### src/rtl/wb_data_router.sv
// rtl/wb_data_router.sv - single-master, two-slave pipelined Wishbone router with decode and timeout
module wb_data_router #(
    parameter logic [31:0] MEM_BASE       = 32'h0000_0000,
    parameter logic [31:0] MEM_SIZE       = 32'd81920,
    parameter logic [31:0] PERIPH_BASE    = 32'h8000_0000,
    parameter logic [31:0] PERIPH_SIZE    = 32'h0000_1000,
    parameter int unsigned TIMEOUT_CYCLES = 16
) (
    input  logic        i_clk,
    input  logic        i_rst,
    input  logic        i_wb_cyc,
    input  logic        i_wb_stb,
    input  logic        i_wb_we,
    input  logic [31:0] i_wb_addr,
    input  logic [31:0] i_wb_data,
    input  logic [3:0]  i_wb_sel,
    output logic        o_wb_ack,
    output logic        o_wb_stall,
    output logic [31:0] o_wb_data,
    output logic        o_wb_err,
    output logic [1:0]  o_s_cyc,
    output logic [1:0]  o_s_stb,
    output logic        o_s_we,
    output logic [31:0] o_s_addr,
    output logic [31:0] o_s_data,
    output logic [3:0]  o_s_sel,
    input  logic [1:0]  i_s_ack,
    input  logic [1:0]  i_s_stall,
    input  logic [31:0] i_s_data0,
    input  logic [31:0] i_s_data1
);

    localparam int CW = $clog2(TIMEOUT_CYCLES);
    localparam logic [CW-1:0] CNT_LAST = CW'(TIMEOUT_CYCLES - 1);

    typedef enum logic [1:0] {S_IDLE, S_ISSUE, S_WAIT, S_RESP} state_t;

    state_t        state, state_d;
    logic          idx, idx_d;
    logic [CW-1:0] cnt, cnt_d;
    logic          ack_d, err_d, we_d;
    logic [31:0]   rdata_d, addr_d, wdata_d;
    logic [1:0]    cyc_d, stb_d;
    logic [3:0]    sel_d;
    logic          hit_mem, hit_periph, slv_ack, slv_stall;
    logic [31:0]   slv_data;

    // 33-bit compare keeps windows near the top of the address space from wrapping
    function automatic logic in_window(input logic [31:0] a, input logic [31:0] base,
                                       input logic [31:0] size);
        logic [32:0] off;
        off = {1'b0, a} - {1'b0, base};
        return ({1'b0, a} >= {1'b0, base}) && (off < {1'b0, size});
    endfunction

    assign hit_mem    = in_window(i_wb_addr, MEM_BASE, MEM_SIZE);
    assign hit_periph = in_window(i_wb_addr, PERIPH_BASE, PERIPH_SIZE);
    assign slv_ack    = i_s_ack[idx];
    assign slv_stall  = i_s_stall[idx];
    assign slv_data   = idx ? i_s_data1 : i_s_data0;
    assign o_wb_stall = (state != S_IDLE);

    always_comb begin
        state_d = state;
        idx_d   = idx;
        cnt_d   = cnt;
        ack_d   = 1'b0;
        err_d   = 1'b0;
        rdata_d = o_wb_data;
        cyc_d   = o_s_cyc;
        stb_d   = o_s_stb;
        we_d    = o_s_we;
        addr_d  = o_s_addr;
        wdata_d = o_s_data;
        sel_d   = o_s_sel;
        case (state)
            S_IDLE: begin
                if (i_wb_cyc && i_wb_stb) begin
                    we_d    = i_wb_we;
                    addr_d  = i_wb_addr;
                    wdata_d = i_wb_data;
                    sel_d   = i_wb_sel;
                    if (hit_mem) begin
                        idx_d   = 1'b0;
                        cyc_d   = 2'b01;
                        stb_d   = 2'b01;
                        state_d = S_ISSUE;
                    end else if (hit_periph) begin
                        idx_d   = 1'b1;
                        cyc_d   = 2'b10;
                        stb_d   = 2'b10;
                        state_d = S_ISSUE;
                    end else begin
                        ack_d   = 1'b1;
                        err_d   = 1'b1;
                        rdata_d = 32'h0;
                        state_d = S_RESP;
                    end
                end
            end
            S_ISSUE: begin
                if (!i_wb_cyc) begin
                    cyc_d   = 2'b00;
                    stb_d   = 2'b00;
                    state_d = S_IDLE;
                end else if (!slv_stall) begin
                    stb_d = 2'b00;
                    if (slv_ack) begin
                        rdata_d = slv_data;
                        cyc_d   = 2'b00;
                        ack_d   = 1'b1;
                        state_d = S_RESP;
                    end else begin
                        cnt_d   = '0;
                        state_d = S_WAIT;
                    end
                end
            end
            S_WAIT: begin
                if (!i_wb_cyc) begin
                    cyc_d   = 2'b00;
                    stb_d   = 2'b00;
                    state_d = S_IDLE;
                end else if (slv_ack) begin
                    rdata_d = slv_data;
                    cyc_d   = 2'b00;
                    ack_d   = 1'b1;
                    state_d = S_RESP;
                end else if (cnt == CNT_LAST) begin
                    rdata_d = 32'h0;
                    cyc_d   = 2'b00;
                    ack_d   = 1'b1;
                    err_d   = 1'b1;
                    state_d = S_RESP;
                end else begin
                    cnt_d = cnt + 1'b1;
                end
            end
            S_RESP: state_d = S_IDLE;
            default: state_d = S_IDLE;
        endcase
    end

    always_ff @(posedge i_clk or posedge i_rst) begin
        if (i_rst) begin
            state     <= S_IDLE;
            idx       <= 1'b0;
            cnt       <= '0;
            o_wb_ack  <= 1'b0;
            o_wb_err  <= 1'b0;
            o_wb_data <= 32'h0;
            o_s_cyc   <= 2'b00;
            o_s_stb   <= 2'b00;
            o_s_we    <= 1'b0;
            o_s_addr  <= 32'h0;
            o_s_data  <= 32'h0;
            o_s_sel   <= 4'h0;
        end else begin
            state     <= state_d;
            idx       <= idx_d;
            cnt       <= cnt_d;
            o_wb_ack  <= ack_d;
            o_wb_err  <= err_d;
            o_wb_data <= rdata_d;
            o_s_cyc   <= cyc_d;
            o_s_stb   <= stb_d;
            o_s_we    <= we_d;
            o_s_addr  <= addr_d;
            o_s_data  <= wdata_d;
            o_s_sel   <= sel_d;
        end
    end

endmodule

### config.mk
export PLATFORM = sky130hd
export DESIGN_NAME = wb_data_router
export DESIGN_NICKNAME = d
export VERILOG_FILES = /design/src/rtl/wb_data_router.sv
export SDC_FILE = /design/constraint.sdc
export NUM_CORES = 1
export LEC_CHECK = 0
export CAP_MARGIN = 20
export CORE_UTILIZATION = 45
export CTS_CLUSTER_SIZE = 10
export DETAILED_ROUTE_END_ITERATION = 12
export PLACE_DENSITY = 0.91
export SLEW_MARGIN = 20
export SYNTH_ARGS = -nofsm -noshare
export SYNTH_HDL_FRONTEND = slang
export SYNTH_SLANG_ARGS = --single-unit
### constraint.sdc
create_clock -name i_clk -period 8.5 [get_ports i_clk]
set_clock_uncertainty 0.2 [all_clocks]
set_input_delay 2.125 -clock i_clk [delete_from_list [all_inputs] [get_ports i_clk]]
set_output_delay 2.125 -clock i_clk [all_outputs]
set_load 0.05 [all_outputs]
==> impl_metrics.py, run 1 <==
metrics = {
    "status": {
        "status": "complete, no violations",
    },
    "detailed_routing": {
        "vias": 4705,
        "route.detailed.drc": 0,
        "viasPerCell": 5.06,
        "wirelength_mm": 15.5,
        "drt_iter0_drc": 158,
        "dr.pass1.iters": 4,
        "drtAntennaViolNets": 0,
        "wire_per_inst_um": 16.7,
    },
    "cts": {
        "insertion_delay_ns": 0.40,
        "cts_buffer_depth": 2,
        "cts_resized": 0,
        "cts_setup_buffers": 0,
        "cts_sinks": 114,
        "cts_tree": "done",
        "htreeDepth": 4,
        "hold_buffers": 0,
        "cts_root_buf": "clkbuf_16",
        "clkTransAtPathRegs_ns": 0.06,
        "cts_buffers": 17,
    },
    "placed_design": {
        "gp_congestion": 0.866,
        "io_buffers": 248,
        "dp.final_hpwl_mm": 11.1,
        "dp.cells": 898,
    },
    "layout": {
        "area_growth_pct": 62.7,
        "multi_input_area_sq_mm": 0.00227,
        "post-route-util_pct": 74.9,
        "antenna_cells": 0,
        "regArea_sq_mm": 0.00285,
        "fin_cells": 930,
        "nets": 920,
        "layout-drive-gt1-share_pct": 10.9,
        "final.fill_count": 774,
    },
    "synth": {
        "syn_area_sq_mm": 0.00526,
        "synthArstFlopShare_pct": 100,
        "synth_area_leaders": "dfrtp_1, nand2_1, mux2_4",
        "synth_edf_count": 0,
        "yosys_warnings": 0,
        "netlist_instances": 530,
        "yosysTopAreaCell": "dfrtp_1",
        "synth_ff_type": "dfrtp_1",
        "yosysUniqueCellTypes": 38,
        "syn_nets": 676,
        "netlist_top_cells_count": "nand2_1, dfrtp_1, nor2_1",
        "yosysTopAreaCellShare_pct": 54.3,
        "synth.ff_latch_count": 114,
        "syn_avg_cell_area_sq_um": 9.92,
        "synth-seq-area-share_pct": 54.3,
        "synth.most_common_cell": "nand2_1",
    },
    "critical_path": {
        "cp-end-kind": "register",
        "critPathRequiredTime_ns": 8.58,
        "crit_type": "input port to register",
        "cp_max_fo": 32,
        "crit_path_start_kind": "input port",
        "cp.arrival_ns": 4.80,
    },
    "global_route": {
        "track_usage_pct": 25.7,
        "grt_overflow_total": 0,
        "grt_pass1_vias": 4814,
        "grt_max_degree": 73,
        "grt_first_pass_wirelength_mm": 23.2,
        "antenna_found_initial": 0,
    },
    "sta": {
        "drv_slew": 0,
        "setup_violations": 0,
        "period_needed_ns": 4.72,
        "slew_headroom_pct": 33.7,
        "tightest_slew_ns": 0.994,
        "rsz0062_at_grt": "false",
        "finalSetupTns_ns": 0,
        "hold_viol_final": 0,
        "fmax_mhz": 212,
        "period_share_pct": 55.5,
    },
    "power": {
        "power_density_mw_per_mm2": 447,
        "max-vdd-ir-drop_v": 0.000288,
        "leakagePower_nw": 3.94,
    },
    "floorplan": {
        "die_area_sq_mm": 0.0121,
        "start_util_pct": 46.0,
        "dieHeight_um": 110,
        "std_cell_rows": 39,
        "io_pins": 249,
        "core_sq_mm": 0.0114,
        "die_x_um": 110,
    },
    "worst_hold_path": {
        "hp-class": "register to register",
    },
    "flow_run": {
        "drv_cap": 0,
    },
}
[worst max-delay path, stage by stage]
cell and delay [ns]:
clkdlybuf4s50_1 0.45, nor4_1 0.69, and4_1 0.35, nand2_1 0.12, o211ai_4 0.16, buf_4 0.51
mux2_2 0.41
[power by group]
group / total (W) / switching, W / internal (W)
registers: 0.000925 / 0.000142 / 0.000783
clock network: 0.000855 / 0.000251 / 0.000604
logic: 0.00204 / 0.00131 / 0.000729
[layout by cell type (no fill, tap or decap), types with 4 or more instances in the layout]
cell,instances
dfrtp_1,113
mux2i_1,34
bufinv_16,7
clkdlybuf4s50_1,248
buf_4,4
a21oi_1,6
nand2_1,219
o21ai_0,9
mux2_2,6
nor2_1,38
clkbuf_16,17
nor4_1,4
ha_1,5
mux2_4,31
[registers in the layout, summed over array words and instances (netlist names), 2 cells and up]
name,flops
cnt,4
o_wb_data,32
o_s_sel,4
state,2
o_s_stb,2
o_s_cyc,2
o_s_data,32
o_s_addr,32
[metal layers]
metal  share of wire (%)  track usage (%)  wire, um  up-vias
met2                  50             45.0      7850      207
li1                    -                -         -     2216
met3                 9.7             8.35      1510       29
met4                 2.5             11.6       396        0
met5                   0                0         0        -
met1                  37             28.2      5790     2253
[path summary, 6_finish.rpt]
path / start / endpoint / slack (ns) / cells after the start
worst max register to register: idx / o_wb_data[7] / 5.21 / 5
worst min-delay path: o_s_addr[1] / o_s_addr[1] / 0.28 / 2
max in group asynchronous: i_rst / o_wb_data[6] / 4.86 / 3
worst min register to register: o_s_addr[1] / o_s_addr[1] / 0.28 / 2
min in group asynchronous: i_rst / o_wb_data[13] / 1.95 / 2
worst max-delay path: i_wb_addr[20] / o_wb_data[1] / 3.78 / 7
[per-stage QoR]
stage / hold WS, ns / setup WS (ns) / cell area, sq um / total power (W)
after CTS: 0.281 / 3.80 / 8540 / 0.00384
after global placement: 0.257 / 3.42 / 7830 / 0.00289
after floorplan: 0.276 / 3.16 / 5260 / 0.00229
after detailed placement: 0.261 / 3.38 / 7830 / 0.00296
after global routing: 0.296 / 3.69 / 8550 / 0.00399
final: 0.277 / 3.78 / 8550 / 0.00382
[cell type report]
type,instances,share of cell area [%]
flip-flops and latches,114,33.4
repair buffers,252,29.4
multi-input cells,385,26.6
clock buffers,20,5.46
clock inverters,12,2.94
well taps,143,2.09
inverters,4,0.205
[cells by family after synthesis]
family	synth area share, %
AOI/OAI and AO/OA	3.81
and+or+nand+nor	21.3
muxes	16.6
buffers and inverters	2.86
adders and majority gates	1.19
DFF	54.3
Power figures use the tool's default switching activity.
==> run 2: changes to the inputs <==
--- a/config.mk
+++ b/config.mk
@@ -6,10 +6,10 @@
 export NUM_CORES = 1
 export LEC_CHECK = 0
 export CAP_MARGIN = 20
-export CORE_UTILIZATION = 45
+export CORE_UTILIZATION = 41
 export CTS_CLUSTER_SIZE = 10
 export DETAILED_ROUTE_END_ITERATION = 12
-export PLACE_DENSITY = 0.91
+export PLACE_DENSITY = 0.84
 export SLEW_MARGIN = 20
 export SYNTH_ARGS = -nofsm -noshare
 export SYNTH_HDL_FRONTEND = slang
==> constraint.sdc (replaced) <==
create_clock -name i_clk -period 4.4 [get_ports i_clk]
set_clock_uncertainty 0.2 [all_clocks]
set_input_delay 1.1 -clock i_clk [delete_from_list [all_inputs] [get_ports i_clk]]
set_output_delay 1.1 -clock i_clk [all_outputs]
set_load 0.05 [all_outputs]
==> impl_metrics.py, run 2 (synthesized netlist as in run 1, its figures left out) <==
metrics = {
    "sta": {
        "hold_viol_final": 0,
        "period_share_pct": 80.4,
        "finalSetupTns_ns": 0,
        "fmax_mhz": 283,
        "setup_violations": 0,
        "period_needed_ns": 3.54,
        "hold_slack_ns": 0.270,
        "setup_slack_ns": 0.863,
        "drv_slew": 0,
        "slew_headroom_pct": 41.8,
        "rsz0062_at_grt": "false",
        "tightest_slew_ns": 0.874,
    },
    "flow_run": {
        "drv_cap": 0,
    },
    "power": {
        "max-vdd-ir-drop_v": 0.000536,
        "power.total_w": 0.00713,
        "power_density_mw_per_mm2": 837,
        "leakagePower_nw": 3.91,
    },
    "critical_path": {
        "cpMaxStageDelayCell": "clkdlybuf4s50_1",
        "crit_path_start_kind": "register",
        "critical-path-top-delay-family": "buffers and inverters",
        "cp_num_buf_inv": 3,
        "critical_path.max_stage_delay_ns": 0.87,
        "cp.arrival_ns": 2.24,
        "startpoint": "state[0]",
        "crit_type": "register to output port",
        "critPathRequiredTime_ns": 3.10,
        "cp_cell_sequence": "inv_1 > ha_1 > inv_1 > clkdlybuf4s50_1",
        "cp_max_fo": 6,
        "crit_path_frequent_cell": "inv_1",
        "cp-end-kind": "output port",
        "r2r-start": "state[0]",
    },
    "detailed_routing": {
        "viasPerCell": 4.91,
        "vias": 4699,
        "wire_per_inst_um": 15.9,
        "dr.pass1.iters": 4,
        "wirelength_mm": 15.2,
        "drtAntennaViolNets": 0,
        "route.detailed.drc": 0,
        "drt_iter0_drc": 204,
    },
    "cts": {
        "htreeDepth": 4,
        "cts_root_buf": "clkbuf_16",
        "insertion_delay_ns": 0.40,
        "cts_resized": 0,
        "cts_sinks": 114,
        "cts_buffers": 17,
        "hold_buffers": 0,
        "cts_buffer_depth": 2,
        "cts_tree": "done",
        "clkTransAtPathRegs_ns": 0.05,
        "cts_setup_buffers": 0,
    },
    "floorplan": {
        "die_x_um": 115,
        "die_area_sq_mm": 0.0133,
        "dieHeight_um": 115,
        "std_cell_rows": 40,
        "io_pins": 249,
        "start_util_pct": 42.9,
        "core_sq_mm": 0.0123,
    },
    "layout": {
        "antenna_cells": 0,
        "area_growth_pct": 62.1,
        "top_regs": "o_s_addr x32, o_s_data x32, o_wb_data x32",
        "layout-drive-gt1-share_pct": 10.8,
        "final.fill_count": 907,
        "mostFrequentLayoutCell": "clkdlybuf4s50_1",
        "nets": 922,
        "final_cell_mix": "clkdlybuf4s50_1, nand2_1, dfrtp_1",
        "multi_input_area_sq_mm": 0.00226,
        "regArea_sq_mm": 0.00285,
        "post-route-util_pct": 69.5,
    },
    "placed_design": {
        "dp.final_hpwl_mm": 11.2,
        "gp_congestion": 0.854,
        "io_buffers": 248,
        "dp_slack_ns": 0.658,
    },
    "worst_hold_path": {
        "hp-class": "register to register",
        "worstHoldStart": "o_s_data[2]",
    },
    "status": {
        "status": "complete, no violations",
    },
    "global_route": {
        "grt_max_degree": 69,
        "antenna_found_initial": 0,
        "grt_overflow_total": 0,
        "grt_pass1_vias": 4786,
        "grt_first_pass_wirelength_mm": 23.7,
        "track_usage_pct": 23.5,
    },
}
[run 2: cell types whose count changed in the layout (fill, tap and decap cells not counted)]
| cell | before | now |
|---|---|---|
| buf_12 | 0 | 4 |
| buf_4 | 4 | 2 |
| bufinv_16 | 7 | 3 |
| clkbuf_1 | 0 | 3 |
| clkbuf_8 | 3 | 2 |
| clkinv_2 | 0 | 4 |
| clkinv_4 | 3 | 0 |
| clkinvlp_4 | 2 | 3 |
| o21ai_2 | 0 | 1 |
| o21ai_4 | 1 | 0 |
[run 2: layer usage]
metal | up-vias | GRT usage, % | wire length (um)
met1 | 2220 | 26.2 | 6080
met3 | 28 | 9.49 | 1500
met2 | 229 | 39.6 | 7300
met5 | - | 0 | 0
li1 | 2222 | - | -
met4 | 0 | 9.96 | 360
[run 2: worst paths after layout]
check / end / slack, ns / cells after the start
setup / recovery: o_wb_stall / 0.86 / 4
hold / removal: o_s_data[2] / 0.27 / 2
setup reg to reg: o_wb_data[2] / 1.86 / 7
hold reg to reg: o_s_data[2] / 0.27 / 2
max in group asynchronous: o_wb_data[13] / 2.17 / 3
min in group asynchronous: o_wb_data[31] / 1.03 / 2
[run 2: through the flow]
step | cell area [sq um] | std cells
after global placement | 7920 | 925
after CTS | 8520 | 957
after floorplan | 5260 | 530
final | 8520 | 957
after detailed placement | 7920 | 925
after global routing | 8520 | 957
[run 2: area by class of cell]
cell class,count,area share (%)
Clock buffer,22,5.45
Clock inverter,10,1.56
Inverter,4,0.206
Multi-Input combinational cell,385,26.6
Sequential cell,114,33.5
Tap cell,168,2.47
Timing Repair Buffer,254,30.3
[run 2: where the power goes]
| part | leakage (nW) | switching, W | internal (W) | total (W) |
|---|---|---|---|---|
| logic | 2.16 | 0.00252 | 0.00143 | 0.00396 |
| clock network | 0.286 | 0.000470 | 0.000915 | 0.00139 |
| registers | 1.47 | 0.000273 | 0.00151 | 0.00179 |
| total | 3.91 | 0.00326 | 0.00386 | 0.00713 |
[run 2: tightest hold or removal path, stage by stage (launching register included)]
cell	delay (ns)
dfrtp_1	0.33
nand2_1	0.05
nand2_1	0.06
==> run 3: changes to the inputs <==
==> constraint.sdc (replaced) <==
create_clock -name i_clk -period 3.3 [get_ports i_clk]
set_clock_uncertainty 0.2 [all_clocks]
set_input_delay 0.825 -clock i_clk [delete_from_list [all_inputs] [get_ports i_clk]]
set_output_delay 0.825 -clock i_clk [all_outputs]
set_load 0.05 [all_outputs]
==> impl_metrics.py, run 3 (synthesized netlist as in run 1, its figures left out) <==
metrics = {
    "status": {
        "status": "complete, no violations",
    },
    "cts": {
        "clkTransAtPathRegs_ns": 0.05,
        "insertion_delay_ns": 0.40,
        "cts_setup_buffers": 0,
        "cts_buffer_depth": 2,
        "htreeDepth": 4,
        "cts_sinks": 114,
        "cts_tree": "done",
        "cts_buffers": 17,
        "cts_root_buf": "clkbuf_16",
        "hold_buffers": 0,
    },
    "critical_path": {
        "critPathRequiredTime_ns": 3.39,
        "cp-end-kind": "register",
        "rrSetupSlack_ns": 0.74,
        "reg2reg_to": "o_wb_data[9]",
        "cp.arrival_ns": 2.98,
        "crit_path_start_kind": "input port",
        "cp_cell_sequence": "clkdlybuf4s50_1 > nor4_1 > buf_4 > and4_1 > nand2_1 > o211ai_4 > buf_12 > mux2_2",
        "cpMaxStageDelayCell": "clkdlybuf4s50_1",
        "r2r-start": "state[0]",
        "crit_type": "input port to register",
        "r2r_cells": 7,
        "cp_max_fo": 25,
        "critical_path.max_stage_delay_ns": 0.44,
    },
    "sta": {
        "period_share_pct": 87.8,
        "slew_headroom_pct": 47.7,
        "fmax_mhz": 345,
        "rsz0062_at_grt": "false",
        "setup_violations": 0,
        "finalSetupTns_ns": 0,
        "period_needed_ns": 2.90,
        "hold_viol_final": 0,
        "drv_slew": 0,
        "tightest_slew_ns": 0.762,
    },
    "layout": {
        "top_regs": "o_s_addr x32, o_s_data x32, o_wb_data x32",
        "nets": 931,
        "antenna_cells": 0,
        "mostFrequentLayoutCell": "clkdlybuf4s50_1",
        "layout-drive-gt1-share_pct": 11.9,
        "fin_cells": 965,
        "area_growth_pct": 65.4,
        "final_cell_mix": "clkdlybuf4s50_1, nand2_1, dfrtp_1",
    },
    "floorplan": {
        "start_util_pct": 42.9,
        "std_cell_rows": 40,
        "die_x_um": 115,
        "die_area_sq_mm": 0.0133,
        "io_pins": 249,
        "dieHeight_um": 115,
        "core_sq_mm": 0.0123,
    },
    "power": {
        "max-vdd-ir-drop_v": 0.000812,
        "power_density_mw_per_mm2": 1130,
        "leakagePower_nw": 4.01,
    },
    "detailed_routing": {
        "drt_iter0_drc": 240,
        "wirelength_mm": 15.5,
        "drtAntennaViolNets": 0,
        "wire_per_inst_um": 16.0,
        "viasPerCell": 4.88,
        "dr.pass1.iters": 4,
        "vias": 4714,
        "route.detailed.drc": 0,
    },
    "placed_design": {
        "gp_congestion": 0.862,
        "io_buffers": 248,
        "dp.cells": 934,
        "dp.final_hpwl_mm": 11.3,
    },
    "worst_hold_path": {
        "hp-class": "register to register",
        "hold_depth": 2,
        "min_to": "o_s_data[8]",
        "worstHoldStart": "o_s_data[8]",
    },
    "global_route": {
        "antenna_found_initial": 0,
        "grt_overflow_total": 0,
        "grt_pass1_vias": 4796,
        "track_usage_pct": 23.8,
        "grt_first_pass_wirelength_mm": 24.1,
        "grt_max_degree": 56,
    },
    "flow_run": {
        "drv_cap": 0,
    },
}
## run 3: cell count changes in the layout (fill, tap and decap cells not counted), sizes merged
cell,before,now
buf,6,15
bufinv,3,7
clkinv,4,2
clkbuf,22,21
clkdlybuf4s50,248,247
clkinvlp,3,2
dlymetal6s2s,0,1
inv,4,3
## run 3: area by class of cell
type / count / area, sq um
Clock buffer: 21 / 470
Clock inverter: 10 / 228
Fill cell: 871 / 3570
Inverter: 4 / 18.8
Multi-Input combinational cell: 385 / 2260
Sequential cell: 114 / 2850
Tap cell: 168 / 210
Timing Repair Buffer: 263 / 2650
## run 3: per-layer routing
layer	vias to the layer above	share of wire (%)	GRT usage (%)	wire length [um]
met5	-	0	0	0
met4	0	1.7	8.14	260
met3	22	8.9	8.80	1370
met2	216	49	41.2	7580
met1	2237	40	27.0	6240
li1	2239	-	-	-
## run 3: worst max path at each step
stage | from | end | slack (ns) | cells after the start
after CTS | state[0] | o_wb_stall | 0.02 | 4
after floorplan | i_wb_addr[16] | o_wb_data[10] | 0.64 | 6
after global placement | i_wb_addr[20] | o_wb_data[1] | -0.01 | 8
after detailed placement | i_wb_addr[20] | o_wb_data[0] | 0.005 | 8
final | i_wb_addr[20] | o_wb_data[0] | 0.40 | 8
after global routing | i_wb_addr[24] | o_wb_data[0] | 0.25 | 8
## run 3: power by group
group	internal, W	total, W	switching [W]
Clock	0.00155	0.00217	0.000628
Combinational	0.00193	0.00529	0.00337
Sequential	0.00202	0.00238	0.000364
Total	0.00549	0.00985	0.00436
## run 3: metrics by stage
step	cell area [sq um]	worst slack, ns	hold slack (ns)	util (%)	power, W
after global routing	8690	0.253	0.294	70.9	0.0103
after floorplan	5260	0.643	0.276	-	0.00589
after detailed placement	7990	0.00454	0.262	65.2	0.00767
final	8690	0.403	0.268	70.9	0.00985
after global placement	7990	-0.00974	0.257	65.2	0.00754
after CTS	8690	0.0210	0.275	70.9	0.00991
## run 3: what timing repair did
action | CTS | global route
endpoints found under the hold margin | 0 | 0
setup endpoints to repair | 0 | 1
resized for setup | 0 | 1
## run 3: worst max-delay path: cells and delay by family
family | cells | cell delay (ns)
multiplexers | 1 | 0.36
AND/OR/NAND/NOR | 3 | 0.71
buffers and inverters | 3 | 0.86
AO/OA/AOI/OAI | 1 | 0.22
